**src/rtl/trap_controller.sv**
```systemverilog
// -----------------------------------------------------------------------------
// trap_controller
//   Machine-mode trap sequencer. Registers synchronous traps (illegal, ecall)
//   from decode and NUM_IRQ level-triggered interrupt lines. Holds the machine
//   trap CSRs and walks trap entry (IDLE -> SAVE -> JUMP) and mret.
//
// Ports
//   clk, rst     clock, asynchronous active-high reset
//   instr_valid  decode holds a valid, retiring instruction
//   int_cause    0 none, 1 illegal, 2 ecall, 3 ignored
//   mret         decode flags mret
//   pc           PC of the decode-stage instruction
//   irq          external interrupt lines (level), index 0 highest priority
//   csr_we/csr_addr/csr_wdata   CSR write port; csr_rdata combinational read
//   stall        freeze fetch/decode
//   kill         squash the decode-stage instruction
//   redirect     one-cycle strobe: load PC from target
//   target       redirect destination
// -----------------------------------------------------------------------------
module trap_controller #(
    parameter int              XLEN        = 32,
    parameter int              NUM_IRQ     = 4,
    parameter logic [XLEN-1:0] MTVEC_RESET = XLEN'(32'h0000_0008)
) (
    input  logic               clk,
    input  logic               rst,
    input  logic               instr_valid,
    input  logic [1:0]         int_cause,
    input  logic               mret,
    input  logic [XLEN-1:0]    pc,
    input  logic [NUM_IRQ-1:0] irq,
    input  logic               csr_we,
    input  logic [11:0]        csr_addr,
    input  logic [XLEN-1:0]    csr_wdata,
    output logic [XLEN-1:0]    csr_rdata,
    output logic               stall,
    output logic               kill,
    output logic               redirect,
    output logic [XLEN-1:0]    target
);

    localparam int IDXW = (NUM_IRQ > 1) ? $clog2(NUM_IRQ) : 1;

    localparam logic [11:0] A_MSTATUS = 12'h300;
    localparam logic [11:0] A_MIE     = 12'h304;
    localparam logic [11:0] A_MTVEC   = 12'h305;
    localparam logic [11:0] A_MEPC    = 12'h341;
    localparam logic [11:0] A_MCAUSE  = 12'h342;
    localparam logic [11:0] A_MIP     = 12'h344;

    typedef enum logic [1:0] {IDLE, SAVE, JUMP} state_t;

    state_t              state, state_next;
    logic                st_mie, st_mpie;
    logic [NUM_IRQ-1:0]  mie_r, pending, clr_mask;
    logic [XLEN-1:0]     mtvec, mepc, mcause;

    // Trap context captured at entry, consumed in SAVE/JUMP.
    logic [XLEN-1:0]     lat_pc, lat_code;
    logic                lat_irq;
    logic [IDXW-1:0]     lat_idx;

    logic                sync_exc, irq_any, take_sync, take_irq, take_mret;
    logic [NUM_IRQ-1:0]  irq_hit;
    logic [IDXW-1:0]     irq_idx;
    logic [XLEN-1:0]     trap_code, trap_base, trap_target;

    // ---------------- trap selection ----------------
    assign sync_exc = (int_cause == 2'd1) || (int_cause == 2'd2);
    assign irq_hit  = pending & mie_r & {NUM_IRQ{st_mie}};
    assign irq_any  = |irq_hit;

    // Priority encoder: scanning downward leaves the lowest set index.
    always_comb begin
        irq_idx = '0;
        for (int i = NUM_IRQ - 1; i >= 0; i--) begin
            if (irq_hit[i]) irq_idx = IDXW'(i);
        end
    end

    assign take_sync = (state == IDLE) && instr_valid && sync_exc;
    assign take_irq  = (state == IDLE) && instr_valid && !sync_exc && irq_any;
    assign take_mret = (state == IDLE) && instr_valid && !sync_exc && !irq_any && mret;

    always_comb begin
        if (take_sync)
            trap_code = (int_cause == 2'd1) ? XLEN'(2) : XLEN'(11);
        else
            trap_code = {1'b1, (XLEN-1)'(16) + (XLEN-1)'(irq_idx)};
    end

    assign trap_base   = mtvec & ~XLEN'(3);
    assign trap_target = (mtvec[1:0] == 2'b01 && lat_irq)
                       ? trap_base + ((XLEN'(16) + XLEN'(lat_idx)) << 2)
                       : trap_base;

    always_comb begin
        clr_mask = '0;
        if (state == SAVE && lat_irq) clr_mask[lat_idx] = 1'b1;
    end

    // ---------------- FSM ----------------
    always_ff @(posedge clk or posedge rst) begin
        if (rst) state <= IDLE;
        else     state <= state_next;
    end

    always_comb begin
        // NOTE: every output gets a default first so no path leaves a latch.
        state_next = state;
        stall      = 1'b0;
        kill       = 1'b0;
        redirect   = 1'b0;
        target     = '0;
        case (state)
            IDLE: begin
                if (take_sync || take_irq) begin
                    kill       = 1'b1;
                    stall      = 1'b1;
                    state_next = SAVE;
                end else if (take_mret) begin
                    kill     = 1'b1;
                    redirect = 1'b1;
                    target   = mepc;
                end
            end
            SAVE: begin
                stall      = 1'b1;
                state_next = JUMP;
            end
            JUMP: begin
                stall      = 1'b1;
                redirect   = 1'b1;
                target     = trap_target;
                state_next = IDLE;
            end
            default: state_next = IDLE;
        endcase
        // Outputs are forced quiet while reset is held, whatever decode drives.
        if (rst) begin
            stall    = 1'b0;
            kill     = 1'b0;
            redirect = 1'b0;
            target   = '0;
        end
    end

    // ---------------- trap context latch ----------------
    always_ff @(posedge clk or posedge rst) begin
        if (rst) begin
            lat_pc   <= '0;
            lat_code <= '0;
            lat_irq  <= 1'b0;
            lat_idx  <= '0;
        end else if (take_sync || take_irq) begin
            lat_pc   <= pc;
            lat_code <= trap_code;
            lat_irq  <= take_irq;
            lat_idx  <= irq_idx;
        end
    end

    // ---------------- CSRs ----------------
    always_ff @(posedge clk or posedge rst) begin
        if (rst) begin
            st_mie  <= 1'b0;
            st_mpie <= 1'b0;
            mie_r   <= '0;
            mtvec   <= MTVEC_RESET;
            mepc    <= '0;
            mcause  <= '0;
            pending <= '0;
        end else begin
            // A still-asserted line re-arms its pending bit even as it clears.
            pending <= (pending & ~clr_mask) | irq;

            if (csr_we) begin
                case (csr_addr)
                    A_MSTATUS: begin
                        st_mie  <= csr_wdata[3];
                        st_mpie <= csr_wdata[7];
                    end
                    A_MIE:    mie_r  <= csr_wdata[NUM_IRQ-1:0];
                    A_MTVEC:  mtvec  <= csr_wdata;
                    A_MEPC:   mepc   <= csr_wdata & ~XLEN'(3);
                    A_MCAUSE: mcause <= csr_wdata;
                    default: ;
                endcase
            end

            // NOTE: these come after the CSR write so, with non-blocking
            // assignment, the later FSM update wins in a colliding cycle.
            if (state == SAVE) begin
                mepc    <= lat_pc & ~XLEN'(3);
                mcause  <= lat_code;
                st_mpie <= st_mie;
                st_mie  <= 1'b0;
            end else if (take_mret) begin
                st_mie  <= st_mpie;
                st_mpie <= 1'b1;
            end
        end
    end

    always_comb begin
        csr_rdata = '0;
        case (csr_addr)
            A_MSTATUS: begin
                csr_rdata[3] = st_mie;
                csr_rdata[7] = st_mpie;
            end
            A_MIE:    csr_rdata = XLEN'(mie_r);
            A_MTVEC:  csr_rdata = mtvec;
            A_MEPC:   csr_rdata = mepc;
            A_MCAUSE: csr_rdata = mcause;
            A_MIP:    csr_rdata = XLEN'(pending);
            default:  csr_rdata = '0;
        endcase
    end

endmodule
```
**config.mk**
```make
export PLATFORM = sky130hd
export DESIGN_NAME = trap_controller
export DESIGN_NICKNAME = d
export VERILOG_FILES = /design/src/rtl/trap_controller.sv
export SDC_FILE = /design/constraint.sdc
export NUM_CORES = 1
export LEC_CHECK = 0
export CAP_MARGIN = 20
export CORE_MARGIN = 10
export CORE_UTILIZATION = 49
export CTS_BUF_LIST = sky130_fd_sc_hd__clkbuf_8
export CTS_CLUSTER_SIZE = 14
export DETAILED_ROUTE_END_ITERATION = 16
export GPL_ROUTABILITY_DRIVEN = 0
export PLACE_DENSITY = 0.77
export SLEW_MARGIN = 10
export SYNTH_ARGS = -nofsm -noshare
export SYNTH_HDL_FRONTEND = slang
export SYNTH_SLANG_ARGS = --single-unit
```
**constraint.sdc**
```tcl
create_clock -name clk -period 7.3 [get_ports clk]
set_clock_uncertainty 0.05 [all_clocks]
set_input_delay 1.46 -clock clk [delete_from_list [all_inputs] [get_ports clk]]
set_output_delay 1.46 -clock clk [all_outputs]
set_load 0.05 [all_outputs]
```
# After elaboration in Yosys (flattened, before gate mapping)

Index checks and enable logic that the tools add are counted.

Register bits: 175
Logic and storage cells: 105

Add/subtract/negate cells: 3
Order comparisons: 2
Equality and inequality tests: 12
Multiplexer cells: 45
Bitwise gates (word level): 5
Reduce and logical (&&, ||, !) cells: 26

Operators with widths:

| kind                                             | count |
|---|---|
| two-way mux 32 bit                               | 11 |
| == test 12 x 10 -> 1 bit (second input constant) | 6 |
| one-hot mux 24 bit (3 select lines)              | 1 |
| one-hot mux 32 bit (2 select lines)              | 1 |
| adder 32 x 8 -> 32 bit                           | 1 |
| two-way mux 1 bit                                | 17 |
| one-hot mux 3 bit (5 select lines)               | 1 |
| adder 5 x 2 -> 6 bit (first input constant)      | 2 |
| bitwise AND 4 bit                                | 3 |
| two-way mux 2 bit                                | 5 |
| AND reduction 2 bit                              | 5 |
| logical AND 1 bit                                | 9 |
| one-hot mux 3 bit (3 select lines)               | 1 |
| two-way mux 4 bit                                | 2 |
| == test 2 x 1 -> 1 bit (second input constant)   | 3 |
| one-hot mux 1 bit (6 select lines)               | 1 |
| nonzero test 2 bit                               | 3 |
| nonzero test 3 bit                               | 2 |
| == test 2 bit (second input constant)            | 2 |
| inverter 4 bit                                   | 1 |
| OR 4 bit                                         | 1 |
| one-hot mux 1 bit (2 select lines)               | 2 |
| one-hot mux 1 bit (4 select lines)               | 1 |
| one-hot mux 2 bit (2 select lines)               | 1 |
| other kinds (9)                                  | 11 |

# Longest topological paths before layout

Depth in word-level cells: 10
Gate-level depth with buffers: 9
Gate-level depth less buffers: 7

# Worst setup path after synthesis

Ideal clock, no wire load.

Kind: input -> output
From: input port rst
To: output port target[24]
Arrival: 6.694 ns
Required time: 5.790 ns
Setup slack: -0.904 ns
Stages on the path: 3
Buffers on the path: 0
Cells stage by stage: inv_1 > o21ai_1 > o32ai_1

Cells in the longest elaborated chain, start to end: 1

Ends and longest elaborated chain:

| element            | RTL line | RTL |
|---|---|---|
| from (decl)        | 26       | `input logic rst,` |
| two-way mux 32 bit | 140      | `if (rst) begin` |
| to (decl)          | 39       | `output logic [XLEN-1:0] target` |

Every way passes these cells.

# Worst setup path in the final report

From: input port csr_addr[9]
To: output port csr_rdata[3]

Cells in the longest elaborated chain, start to end: 2
Elaborated cells on any way between the ends: 7
Classes of those cells: 6 x eq/ne; 1 x mux

Ends and longest elaborated chain:

| element                              | RTL line | RTL |
|---|---|---|
| from (decl)                          | 33       | `input logic [11:0] csr_addr,` |
| == test 12 x 10 -> 1 bit             | 207      | `case (csr_addr)` |
| one-hot mux 1 bit (6 select lines) * | 207      |  |
| to (decl)                            | 35       | `output logic [XLEN-1:0] csr_rdata,` |

Every way passes the cells marked *; elsewhere a longest branch is shown, timed or not.

==> results.txt <==
* Post-Syn Area per Cell: 11.91 um^2
- The worst register-to-register path has a setup slack of between 5 and 6 ns.
- At the worst endpoint, the arrival time is 4.55 ns.
* Basic-gate share of the synthesized area counting and, or, nand and nor cells: 0.09632
- The share of synthesized area in the top cell type comes to 0.4507.
- Final hold analysis gives a worst-case slack of 0.4586 ns.
- The area fraction in compound gates after synthesis was 0.1393.
- CP bufs+invs: 2
* Routed length on met1: around 9400 um
- Post-synthesis sequential area ratio: 0.4540
- Category of the worst setup path launch point: input port
* Largest net degree at the start of global routing: 76
- Setup repair after global routing left no endpoint under its margin.
- Number of flops mapped to enable cells by yosys: 0
* Vias in the first global route: 6,603
* Number of clock sinks: 143
* Highest routed layer: met4
* Design Power: 2588 uW
* # Post-CTS Setup Buffers: 0
- Summed over all cells, the static leakage comes to 0.004397 uW.
* Worst Path Class, Setup: input port to output pin
- Least-Margin Pin Slew: 0.9810 ns
* Min-Delay Path Class: register to register
* Reported max-cap violation count: 0
* Main combinational cell family by area after synthesis: multiplexers
* Antenna viol nets, final: 0
* Maximum clock frequency: between 0.15 and 0.2 GHz
- Overall via count from detail_route: roughly 6.2k
- CTS tree: built
- The first detailed-routing pass ran for 7 iterations.
* Initial antenna violation count: 0
* Post-synthesis instance area: 0.007885 mm^2
- Diode count: 0
- Filler-free cell count of the finished design: 1,026
- Clock transition at the register clock pins on the worst setup and hold paths after CTS: 0.08 ns
- In this run the tightest slew margin relative to its limit is 0.3429.
- Count of state elements after synthesis: ~140
* Insertion delay to the later sink of the worst-skew pair: 0.47 ns
- After global routing the overflow that remains totals 0.
- Primary FF master, synth: sky130_fd_sc_hd__dfrtp_1
- Of the post-synthesis cell area, the part taken by muxes is 0.2129.
* Worst Min Path Start: lat_pc[26]
* Final-report max-slew violation count: 0
- At the worst endpoint, the required time is 5.79 ns.
- Walking the worst path, the cells encountered are clkdlybuf4s50_1 > nand2_1 > nor4b_4 > and2_2 > a22oi_1 > o21ai_0 > clkdlybuf4s50_1.
* Post-detailed-routing wire length: 22,790 um
* Avg Vias per Cell: 6.020
- In this run the number of H-tree levels came out at 4.
- The final hold violation count is 0.
- For this configuration, the core starts out at a cell density of 0.4982.
- Cell Count Post-Placement: 994
* Depth of the worst hold-timing path: 1
- Resized Gates After CTS: 0
* Layout cell share with drive strength beyond 1: 0.2407
* Input/output buffers: 149
* Num CTS Buffers: 17
- For this design the top-level I/O count stands at around 150.
- Power density cells: 260.6 mW/mm^2
- Most common cell after layout, fill and taps aside: sky130_fd_sc_hd__clkdlybuf4s50_1
* Fraction of the mapped netlist area in adder cells: 0.01523
- Standard-cell row count: 46
* Synthesis-to-layout area growth: 25.96%
* Fill count: 1,212
* Final worst slack: ~1.2 ns
* Die area: 0.02157 mm^2
- Following the worst setup path forward leads to its endpoint at csr_rdata[3].
* DR WL/cell: 22.21 um
- Reg2reg end: lat_pc[13]
- After layout, the minimum clock period comes to 6.058 ns.
- # hold bufs at CTS: 0
- Number of nets in the finished design: 893
* Die Width: 146.9 um
- Highest ir drop seen on vdd: 0.1648 mV
- The kind of cell with the highest combined delay along the critical path is simple AND/OR/NAND/NOR gates.
- Final-layout setup total negative slack: 0 ns
* Timing startpoint of the critical path: csr_addr[9]
- The flow ran to the end, and the final reports show no timing, DRC or antenna violations.
- Prior to clock tree synthesis, the placed netlist has a worst setup slack of between 1 and 1.5 ns.
- Total core area: roughly 0.016 mm^2
- STA classifies the critical path endpoint as an output pin.
- Most frequent cells in the layout: sky130_fd_sc_hd__clkdlybuf4s50_1, sky130_fd_sc_hd__dfrtp_1, sky130_fd_sc_hd__mux2_2
- The detailed router finished its first iteration with 558 violations.
- Area share of xor/xnor cells in the synthesized design: 0.03110
- Setup violations remaining at the end of the flow were counted as 0.
* Placed wire-length estimate after detailed placement: 15,530 um
* Combined global-route utilization of all metal layers: 0.2081
- Root buffer cell: sky130_fd_sc_hd__clkbuf_8
* Clock Path Buffers: 2
- By instance count, the cell type seen most on the critical path is sky130_fd_sc_hd__clkdlybuf4s50_1.
- The Yosys step of the flow raised 0 warnings.
- Top area cells in the synthesized netlist: sky130_fd_sc_hd__dfrtp_1, sky130_fd_sc_hd__mux2_2, sky130_fd_sc_hd__mux2_4, sky130_fd_sc_hd__a222oi_1, sky130_fd_sc_hd__a22o_1
* Max FO, Critical Path: 30
- The critical path crosses 7 cells after its start point.
- After detailed routing, the number of remaining DRC violations is 0.
- The floorplan step set the die height to roughly 150 um.
- Final clock period utilization by the worst path: 0.8298
* Unique cell type count in the Yosys netlist: 65
* Leading area contributor after synthesis: sky130_fd_sc_hd__dfrtp_1
- CP peak stage delay: 0.85 ns
* Startpoint of the most critical register-to-register path: state[0]
- Cell at the slowest stage of the critical path: sky130_fd_sc_hd__clkdlybuf4s50_1
* Wire length on met2: between 10,000 and 15,000 um
- Synthesis handed over a netlist of about 660 instances.
- For the worst flop-to-flop path, the logic depth is 6.
- In the synthesized netlist the async set-or-reset flop fraction comes to 1.000.
- First-pass GRT wire length: 36,050 um
* Met3 routed wirelength: 1615 um
## layout make-up
type	count	area, um^2	area share
clock buffers	18	247.7	0.02494
clock inverters	14	167.7	0.01688
inverters	40	153.9	0.01550
multi-input cells	434	3931	0.3958
flip-flops and latches	143	3580	0.3604
well taps	216	270.3	0.02721
repair buffers	161	1582	0.1592
## logic make-up after synthesis
| logic type | count (synthesis) |
|---|---|
| flops | 143 |
| mux | 140 |
| compound gates | 131 |
| simple gates | 124 |
| buf+inv | 86 |
| xor+xnor | 28 |
| fa+ha+maj | 9 |
| other cells | 1 |
## power by group
group / leakage (uW) / internal [uW] / switching (uW) / total (uW)
clock network: 0.000216 / 347 / 323 / 669
logic: 0.00236 / 425 / 347 / 772
registers: 0.00182 / 998 / 149 / 1150
## worst min-delay path by stage
stage	to	slack, ns
global route	mcause[23]	0.48
global placement	lat_code[4]	0.43
floorplan	mcause[0]	0.40
finish	lat_pc[26]	0.46
detailed placement	mepc[16]	0.44
CTS	mepc[16]	0.46
## cells in the mapped netlist (4+ instances only)
cell	count
sky130_fd_sc_hd__dfrtp_1	142
sky130_fd_sc_hd__mux2_2	101
sky130_fd_sc_hd__inv_1	40
sky130_fd_sc_hd__a22o_1	30
sky130_fd_sc_hd__mux2_4	30
sky130_fd_sc_hd__nand2_1	30
sky130_fd_sc_hd__a222oi_1	28
sky130_fd_sc_hd__o2bb2ai_1	24
sky130_fd_sc_hd__nor2_1	19
sky130_fd_sc_hd__buf_2	18
sky130_fd_sc_hd__nand3_1	18
sky130_fd_sc_hd__clkbuf_1	17
sky130_fd_sc_hd__xnor2_1	14
sky130_fd_sc_hd__xor2_1	14
sky130_fd_sc_hd__a22oi_1	10
sky130_fd_sc_hd__nand4_1	10
sky130_fd_sc_hd__ha_1	8
sky130_fd_sc_hd__mux2i_1	8
sky130_fd_sc_hd__o21ai_0	8
sky130_fd_sc_hd__buf_4	6
sky130_fd_sc_hd__nor3_1	6
sky130_fd_sc_hd__a21o_1	4
sky130_fd_sc_hd__a21oi_1	4
sky130_fd_sc_hd__a31oi_1	4
sky130_fd_sc_hd__and2_1	4
sky130_fd_sc_hd__and3_1	4
sky130_fd_sc_hd__buf_6	4
sky130_fd_sc_hd__nor4_1	4
## state kept, by name, indices dropped and copies added (netlist names)
signal / count
mtvec: 32
lat_pc: 30
state: 2
mcause: 32
st_mpie: 1
lat_irq: 1
mepc: 30
mie_r: 4
lat_code: 4
pending: 4
lat_idx: 2
st_mie: 1
## metrics by stage
stage / util / instance area (um^2)
after floorplan: - / 7893
after global placement: 0.6013 / 9517
after detailed placement: 0.6013 / 9517
after CTS: 0.6275 / 9932
after global routing: 0.6275 / 9932
final: 0.6275 / 9932
## routing by layer
layer  up-vias  global-route usage
met2       272              0.3517
met5         -                   0
met3        30             0.05405
met4         0             0.06507
li1       2735                   -
met1      3140              0.2541
Note: power is estimated with default switching activity, not from simulation.
